$ cat src/rtl/tdm_pkg.sv
// Shared definitions for the TDM demultiplexer: FSM encodings, default
// geometry and the slot-offset helper used to address packed frames.
package tdm_pkg;
  localparam int DEF_NCH   = 4;
  localparam int DEF_WIDTH = 1;

  typedef enum logic {
    ST_HUNT = 1'b0,
    ST_LOCK = 1'b1
  } state_t;
endpackage

// Bit offset of slot k inside a packed frame of w-bit slots.
`ifndef TDM_SLOT_OFS
`define TDM_SLOT_OFS(k, w) ((k) * (w))
`endif

$ cat src/rtl/tdm_slot_cnt.sv
// Slot counter for the TDM demux: reset to 0, load to 1 on a sync beat,
// increment on an accepted data beat with natural power-of-two wrap.
// last flags the final slot of the frame.
module tdm_slot_cnt
  import tdm_pkg::*;
#(
  parameter int NCH   = DEF_NCH,
  parameter int SEL_W = $clog2(NCH)
) (
  input  logic             clk,
  input  logic             rst,
  input  logic             load,
  input  logic             inc,
  output logic [SEL_W-1:0] cnt,
  output logic             last
);

  // Slot index register; load wins over inc since a sync beat always restarts at slot 1.
  always_ff @(posedge clk) begin
    if (rst)       cnt <= '0;
    else if (load) cnt <= SEL_W'(1);
    else if (inc)  cnt <= cnt + SEL_W'(1);
  end

  assign last = (cnt == SEL_W'(NCH - 1));

endmodule

$ cat src/rtl/tdm_demux4.sv
// TDM demultiplexer: rebuilds an NCH-slot parallel word from a stream of
// single slots. HUNT drops beats until a sync beat; LOCK fills shadow
// registers and loads dout atomically on the beat that writes slot NCH-1.
// Optional build macro TDM_DEMUX_SYNC_CHECK_EN enables the sticky sync_err
// flag for syncs off slot 0 and missing syncs at slot 0.
module tdm_demux4
  import tdm_pkg::*;
#(
  parameter int WIDTH = DEF_WIDTH,
  parameter int NCH   = DEF_NCH,
  parameter int SEL_W = $clog2(NCH)
) (
  input  logic                   clk,
  input  logic                   rst,
  input  logic [WIDTH-1:0]       din,
  input  logic                   din_valid,
  input  logic                   din_sync,
  output logic [NCH*WIDTH-1:0]   dout,
  output logic                   dout_valid,
  output logic [SEL_W-1:0]       slot,
  output logic                   locked,
  output logic                   sync_err
);

  state_t                     state_q, state_d;
  logic                       acc, cnt_load, cnt_inc, complete, last;
  logic [SEL_W-1:0]           wr_idx;
  // Only slots 0..NCH-2 need storage; slot NCH-1 goes straight from din to dout.
  logic [(NCH-1)*WIDTH-1:0]   shadow;

  tdm_slot_cnt #(.NCH(NCH), .SEL_W(SEL_W)) u_cnt (
    .clk  (clk),
    .rst  (rst),
    .load (cnt_load),
    .inc  (cnt_inc),
    .cnt  (slot),
    .last (last)
  );

  assign locked = (state_q == ST_LOCK);
  // A sync beat always lands in slot 0, whatever the counter says.
  assign wr_idx = din_sync ? '0 : slot;

  // FSM state register.
  always_ff @(posedge clk) begin
    if (rst) state_q <= ST_HUNT;
    else     state_q <= state_d;
  end

  // Next state and beat decode: which beats are accepted, counter control, frame completion.
  always_comb begin
    state_d  = state_q;
    acc      = 1'b0;
    cnt_load = 1'b0;
    cnt_inc  = 1'b0;
    complete = 1'b0;
    if (din_valid) begin
      if (din_sync) begin
        acc      = 1'b1;
        cnt_load = 1'b1;
        state_d  = ST_LOCK;
      end else if (state_q == ST_LOCK) begin
        acc      = 1'b1;
        cnt_inc  = 1'b1;
        complete = last;
      end
    end
  end

  // Partial-frame storage; stale data after a realign is always overwritten before the next completion.
  always_ff @(posedge clk) begin
    if (rst) begin
      shadow <= '0;
    end else if (acc) begin
      for (int k = 0; k < NCH - 1; k++)
        if (wr_idx == SEL_W'(k)) shadow[`TDM_SLOT_OFS(k, WIDTH) +: WIDTH] <= din;
    end
  end

  // Output frame register: loaded whole on completion, with a one-cycle valid pulse.
  always_ff @(posedge clk) begin
    if (rst) begin
      dout       <= '0;
      dout_valid <= 1'b0;
    end else begin
      dout_valid <= complete;
      if (complete) dout <= {din, shadow};
    end
  end

`ifdef TDM_DEMUX_SYNC_CHECK_EN
  logic err_set;

  // Misalignment detect: sync while mid-frame, or a data beat where slot 0 was expected.
  always_comb begin
    err_set = 1'b0;
    if (din_valid && state_q == ST_LOCK)
      err_set = din_sync ? (slot != '0) : (slot == '0);
  end

  // Sticky error flag, cleared only by reset.
  always_ff @(posedge clk) begin
    if (rst)          sync_err <= 1'b0;
    else if (err_set) sync_err <= 1'b1;
  end
`else
  assign sync_err = 1'b0;
`endif

endmodule

$ cat config.mk
export PLATFORM = sky130hd
export DESIGN_NAME = tdm_demux4
export DESIGN_NICKNAME = d
export VERILOG_FILES = /design/src/rtl/tdm_pkg.sv /design/src/rtl/tdm_slot_cnt.sv /design/src/rtl/tdm_demux4.sv
export SDC_FILE = /design/constraint.sdc
export NUM_CORES = 1
export LEC_CHECK = 0
export CORE_AREA = 3 3 40 42
export CTS_CLUSTER_DIAMETER = 60
export DETAILED_ROUTE_END_ITERATION = 8
export DIE_AREA = 0 0 43 45
export HOLD_SLACK_MARGIN = 0.15
export MAX_ROUTING_LAYER = met4
export PLACE_DENSITY = 0.62
export SETUP_SLACK_MARGIN = 0.5
export SLEW_MARGIN = 20
export SYNTH_ARGS = -nofsm -noshare
export SYNTH_HDL_FRONTEND = slang
export SYNTH_SLANG_ARGS = --single-unit
$ cat constraint.sdc
create_clock -name clk -period 1.1 [get_ports clk]
set_clock_uncertainty 0.1 [all_clocks]
set_input_delay 0.22 -clock clk [delete_from_list [all_inputs] [get_ports clk]]
set_output_delay 0.22 -clock clk [all_outputs]
set_load 0.01 [all_outputs]
==> metrics.yaml, run 1 <==
gp_congestion: 0.7567
synth_area_um2: 447.9
io_pins: 14
initial_utilization: 0.3486
vias: 427
wl_per_cell_um: 11.73
cp_data_required_time_ps: 1200
coreArea_um2: 1285
cts_root_buf: "clkbuf_4"
drcViolationCount: 0
setup_viol: 9
gr-total-overflow: 0
start_kind: "register"
synthCells: 44
clock_sinks: 11
cts_buffers: 3
final_nets: 83
setup_ws_ps: -31.77
min_path_type: "primary input to register"
violations: "setup timing"
critPathMaxFanout: 6
ys_warn_count: 0
yosysSeqAreaShare: 0.4916
cts_tree: "done"
critPathBufInv: 1
period_share: 1.029
ys_ff_latch: 11
setup_tns_ps: -186.5
grt_pass1_wl_mm: 1.745
grt_busiest_layer: "met2"
whs_ps: 356.1
dr.pass1.iters: 2
max_freq_mhz: 883.6
grt_max_degree: 9
critical-path-top-delay-family: "flip-flops"
ir_worst_vdd_uv: 826.8
clk_pin_slew_ps: 70
place_hpwl_um: 645.5
numPortBuffers: 12
grt_pass1_vias: 398
hold_viol: 0
cp_slowest_stage_delay_ps: 340
syn_nets: 50
rows: 13
die_area_um2: 1935
arrival_ps: 1240
status: "complete, but fails checks"
drv_cap: 0
die_h_um: 45
dpl-instance-area_um2: 680.7
met2_usage: 0.2365
crit_type: "register to register"
viasPerCell: 4.692
pwr_density_cell_nw_per_um2: 1008
grtUsageTotal: 0.1318
drive_gt1_frac: 0.5789
cellLeakagePower_nw: 0.3803
gr-usage-met3: 0.05976
fp.dieW_um: 43
wirelength_mm: 1.067
syn2layout_area_growth_pct: 82.68
crit_path_end_kind: "register"
n_fill_cell: 93
crit_path_cell_trace: "buf_6, and3b_2, nand3b_1, mux2i_1"
final_antenna_net_count: 0
synth_cell_types: 18
cts_buffer_depth: 2
cts_max_level: 1
syn_avg_cell_area_um2: 10.18
antenna_found_initial: 0
met1_usage: 0.1293
crit_slowest_cell: "dfxtp_4"
period_needed_ps: 1132
drt_iter0_markers: 2
drv_slew: 0
final_area_um2: 818.3
diodes: 0
power.total_w: 0.0008252
clkLatencyLatePin_ps: 270
rsz0062_at_grt: "true"
hold_buffers: 0
[per-layer routing]
layer / vias up / wire length [um]
li1: 222 / -
met2: 14 / 531
met3: 0 / 71
met1: 191 / 465
met5: - / 0
met4: 0 / 0
[cells by family (layout without fill, tap and decap cells)]
family                   after synthesis  in the layout  share of synthesized area
AND/OR/NAND/NOR                       17             18                     0.2681
flip-flops                            11             11                     0.4916
AO/OA/AOI/OAI                          9              9                     0.1117
multiplexers                           3              3                    0.06704
buffers and inverters                  2             33                    0.02514
adder cells (fa/ha/maj)                1              1                    0.02793
other                                  1              1                   0.008372
[synthesized netlist by cell type, drive strengths merged]
library cell  instances  share of area
o21ai                 6          0.067
nor3b                 1          0.017
ha                    1          0.028
nand2b                4          0.056
and3b                 1          0.022
mux2i                 3          0.067
nor2                  3          0.025
conb                  1         0.0084
nor2b                 1          0.014
a211oi                1          0.017
clkbuf                1         0.0084
a21oi                 1          0.011
nand3b                6           0.10
nand4b                1          0.034
buf                   1          0.017
a22oi                 1          0.017
dfxtp                11           0.49
[state kept, by name, summed over array words and instances, names as in the netlist]
signal / count
u_cnt.cnt: 2
shadow: 3
dout: 4
dout_valid: 1
locked: 1
[worst paths after layout]
kind                                  end  slack, ps  cells after the start      start
worst min register to register    dout[0]        380                      2  shadow[0]
worst max register to register  shadow[2]        -30                      4     locked
worst max-delay path            shadow[2]        -30                      4     locked
worst min-delay path            shadow[0]        360                      3  din_valid
[power breakdown]
part	internal, W	leakage, nW	switching [W]	total [W]
sequential	0.000403	0.0938	0.00000468	0.000407
clock	0.000140	0.0150	0.000143	0.000283
combinational	0.0000794	0.271	0.0000555	0.000135
total	0.000622	0.380	0.000203	0.000825
[repair_timing]
item | in CTS | in global routing
hold endpoints to repair | 0 | 0
gates cloned | 1 | 0
pin swaps | 8 | 3
endpoints found under the setup margin | 19 | 19
resized for setup | 50 | 2
buffers inserted | 4 | 4
[stage by stage]
step	setup slack [ps]	utilization	std cells
after floorplan	81.67	-	44
after global placement	-372.3	0.5297	78
after detailed placement	-376.8	0.5297	78
after CTS	-35.85	0.6086	87
after global routing	-101.2	0.6368	91
final	-31.77	0.6368	91
[placed cells by master, fill, tap and decap left out, types with 3 or more instances in the layout]
cell type	n
buf_4	13
buf_6	10
clkbuf_4	3
dfxtp_1	3
dfxtp_2	5
dfxtp_4	3
mux2i_1	3
nand2b_1	4
nand3b_1	6
o21ai_1	6
[cell type report]
type	count	area (um^2)	share of cell area
sequential	11	237.7	0.2905
multi-input combinational	32	277.8	0.3394
clock buffer	4	26.28	0.03211
tap	15	18.77	0.02294
timing repair buffer	29	257.7	0.3150
[worst min-delay path, delay by kind of cell]
family,cells,cell delay (ps)
buf+inv,1,270
compound gates,1,110
mux,1,80
No activity file was read; power rests on OpenSTA's default activity.
==> inputs of run 2 (changes only) <==
--- a/config.mk
+++ b/config.mk
@@ -5,13 +5,15 @@
 export SDC_FILE = /design/constraint.sdc
 export NUM_CORES = 1
 export LEC_CHECK = 0
-export CORE_AREA = 3 3 40 42
-export CTS_CLUSTER_DIAMETER = 60
+export CELL_PAD_IN_SITES_DETAIL_PLACEMENT = 1
+export CELL_PAD_IN_SITES_GLOBAL_PLACEMENT = 2
+export CORE_MARGIN = 3
+export CORE_UTILIZATION = 23
+export CTS_CLUSTER_DIAMETER = 30
 export DETAILED_ROUTE_END_ITERATION = 8
-export DIE_AREA = 0 0 43 45
 export HOLD_SLACK_MARGIN = 0.15
 export MAX_ROUTING_LAYER = met4
-export PLACE_DENSITY = 0.62
+export PLACE_DENSITY = 0.69
 export SETUP_SLACK_MARGIN = 0.5
 export SLEW_MARGIN = 20
 export SYNTH_ARGS = -nofsm -noshare
==> metrics.yaml, run 2 (synthesis results as in run 1) <==
fp.dieW_um: 50.13  # +17%
period_needed_ps: 1143  # +11.67 ps
grt_pass1_vias: 445  # +12%
ff2ff_path_depth: 4  # unchanged
drv_cap: 0  # unchanged
min_path_type: "primary input to register"
setup_viol: 8  # -1
place_hpwl_um: 804.9  # +25%
vias: 435  # +1.9%
critPathMaxFanout: 5  # -1
cts_buffers: 3  # unchanged
setup_ws_ps: -43.44  # -11.67 ps
drive_gt1_frac: 0.5753  # -0.003605
final_area_um2: 835.8  # +2.1%
die_h_um: 50.13  # +11%
worstReg2RegEnd: "shadow[2]"
pwr_density_cell_nw_per_um2: 1011  # +0.25%
period_share: 1.039  # +0.01061
worstHoldPathCells: 3  # unchanged
initial_utilization: 0.2512  # -0.09736
numPortBuffers: 12  # unchanged
clkLatencyLatePin_ps: 270  # about the same
critPathLaunch: "locked"
clk_pin_slew_ps: 80  # about the same
grt_max_degree: 8  # -1
hold_viol: 0  # unchanged
rows: 15  # +2
max_freq_mhz: 874.6  # -1.0%
largest_reg_flops: 4  # unchanged
reg.largest.list: "dout (4), shadow (3), u_cnt.cnt (2)"
crit_type: "register to register"
cellLeakagePower_nw: 0.3664  # -3.6%
diodes: 0  # unchanged
crit_path_end_kind: "register"
io_pins: 14  # unchanged
cts_buffer_depth: 2  # unchanged
grt_pass1_wl_mm: 1.945  # +11%
cp_data_required_time_ps: 1200  # about the same
regToRegStartpoint: "locked"
gp_congestion: 0.6731  # -11%
start_kind: "register"
final_nets: 80  # -3.6%
gr-total-overflow: 0  # unchanged
die_area_um2: 2513  # +30%
wl_per_cell_um: 12.10  # +3.2%
endpoint: "shadow[2]"
drcViolationCount: 0  # unchanged
violations: "setup timing"
hold_buffers: 0  # unchanged
grtUsageTotal: 0.1081  # -0.02366
whs_ps: 352.0  # -4.059 ps
cts_tree: "done"
viasPerCell: 4.439  # -5.4%
antenna_found_initial: 0  # unchanged
status: "complete, but fails checks"
regMostFlops: "dout"
reg2reg_setup_slack_ps: -40  # about the same
drt_iter0_markers: 1  # -1
rsz0062_at_grt: "true"
wirelength_mm: 1.186  # +11%
arrival_ps: 1250  # about the same
cts_root_buf: "clkbuf_4"
drv_slew: 0  # unchanged
syn2layout_area_growth_pct: 86.59
final_common_cell: "buf_4"
clock_sinks: 11  # unchanged
dr.pass1.iters: 2  # unchanged
final_antenna_net_count: 0  # unchanged
dpl-instance-area_um2: 725.7  # +6.6%
final_cell_mix: "buf_4 (10), buf_6 (9), o21ai_1 (6), nand3b_1 (6), dfxtp_2 (5)"
cts_max_level: 1  # unchanged
coreArea_um2: 1783  # +39%
ir_worst_vdd_uv: 482.8  # -42%
-- run 2: worst min path at each step --
stage	start	end	slack [ps]
2_1_floorplan	din_valid	locked	250
3_3_place_gp	dout[0]	dout[0]	360
3_5_place_dp	dout[0]	dout[0]	370
4_1_cts	din_valid	locked	310
5_1_grt	din_valid	locked	380
6_report	din_valid	locked	350
-- run 2: critical path, stage by stage, from the launching register on --
cell	delay, ps
dfxtp_4	350
buf_6	120
and3b_2	220
nand3b_1	110
mux2i_1	180
-- run 2: per-stage QoR --
stage | setup TNS [ps] | utilization | setup WS, ps | power, W | instances
floorplan | 0 | - | 81.67 | 0.0004623 | 44
global placement | -4026 | 0.4070 | -387.4 | 0.0005336 | 89
detailed placement | -4310 | 0.4070 | -408.1 | 0.0005355 | 89
CTS | -264.5 | 0.4463 | -39.29 | 0.0008411 | 96
global route | -770.3 | 0.4688 | -101.2 | 0.0008890 | 98
finish | -230.1 | 0.4688 | -43.44 | 0.0008449 | 98
-- run 2: area by class of cell --
type                       count  area, um^2
sequential                    11       237.7
fill                         203       947.2
clock buffer                   4       26.28
multi-input combinational     32       281.5
timing repair buffer          26       259.0
tap                           25       31.28
-- run 2: report_power, final --
| group | switching (W) | total (W) | internal, W |
|---|---|---|---|
| registers | 0.00000665 | 0.000410 | 0.000403 |
| clock network | 0.000150 | 0.000290 | 0.000140 |
| logic | 0.0000573 | 0.000145 | 0.0000882 |
-- run 2: metal layers --
layer  share of wire  GRT usage  vias to the layer above
met5               0          -                        -
met4          0.0051    0.06912                        0
met3           0.040    0.02671                        2
met2            0.53     0.1761                        8
met1            0.43     0.1166                      207
li1                -          -                      218
-- run 2: what timing repair did --
item | in CTS | in global routing
cloned | 1 | 0
gates resized for setup | 47 | 5
pin swaps | 6 | 6
endpoints found under the setup margin | 19 | 19
setup buffers | 2 | 2
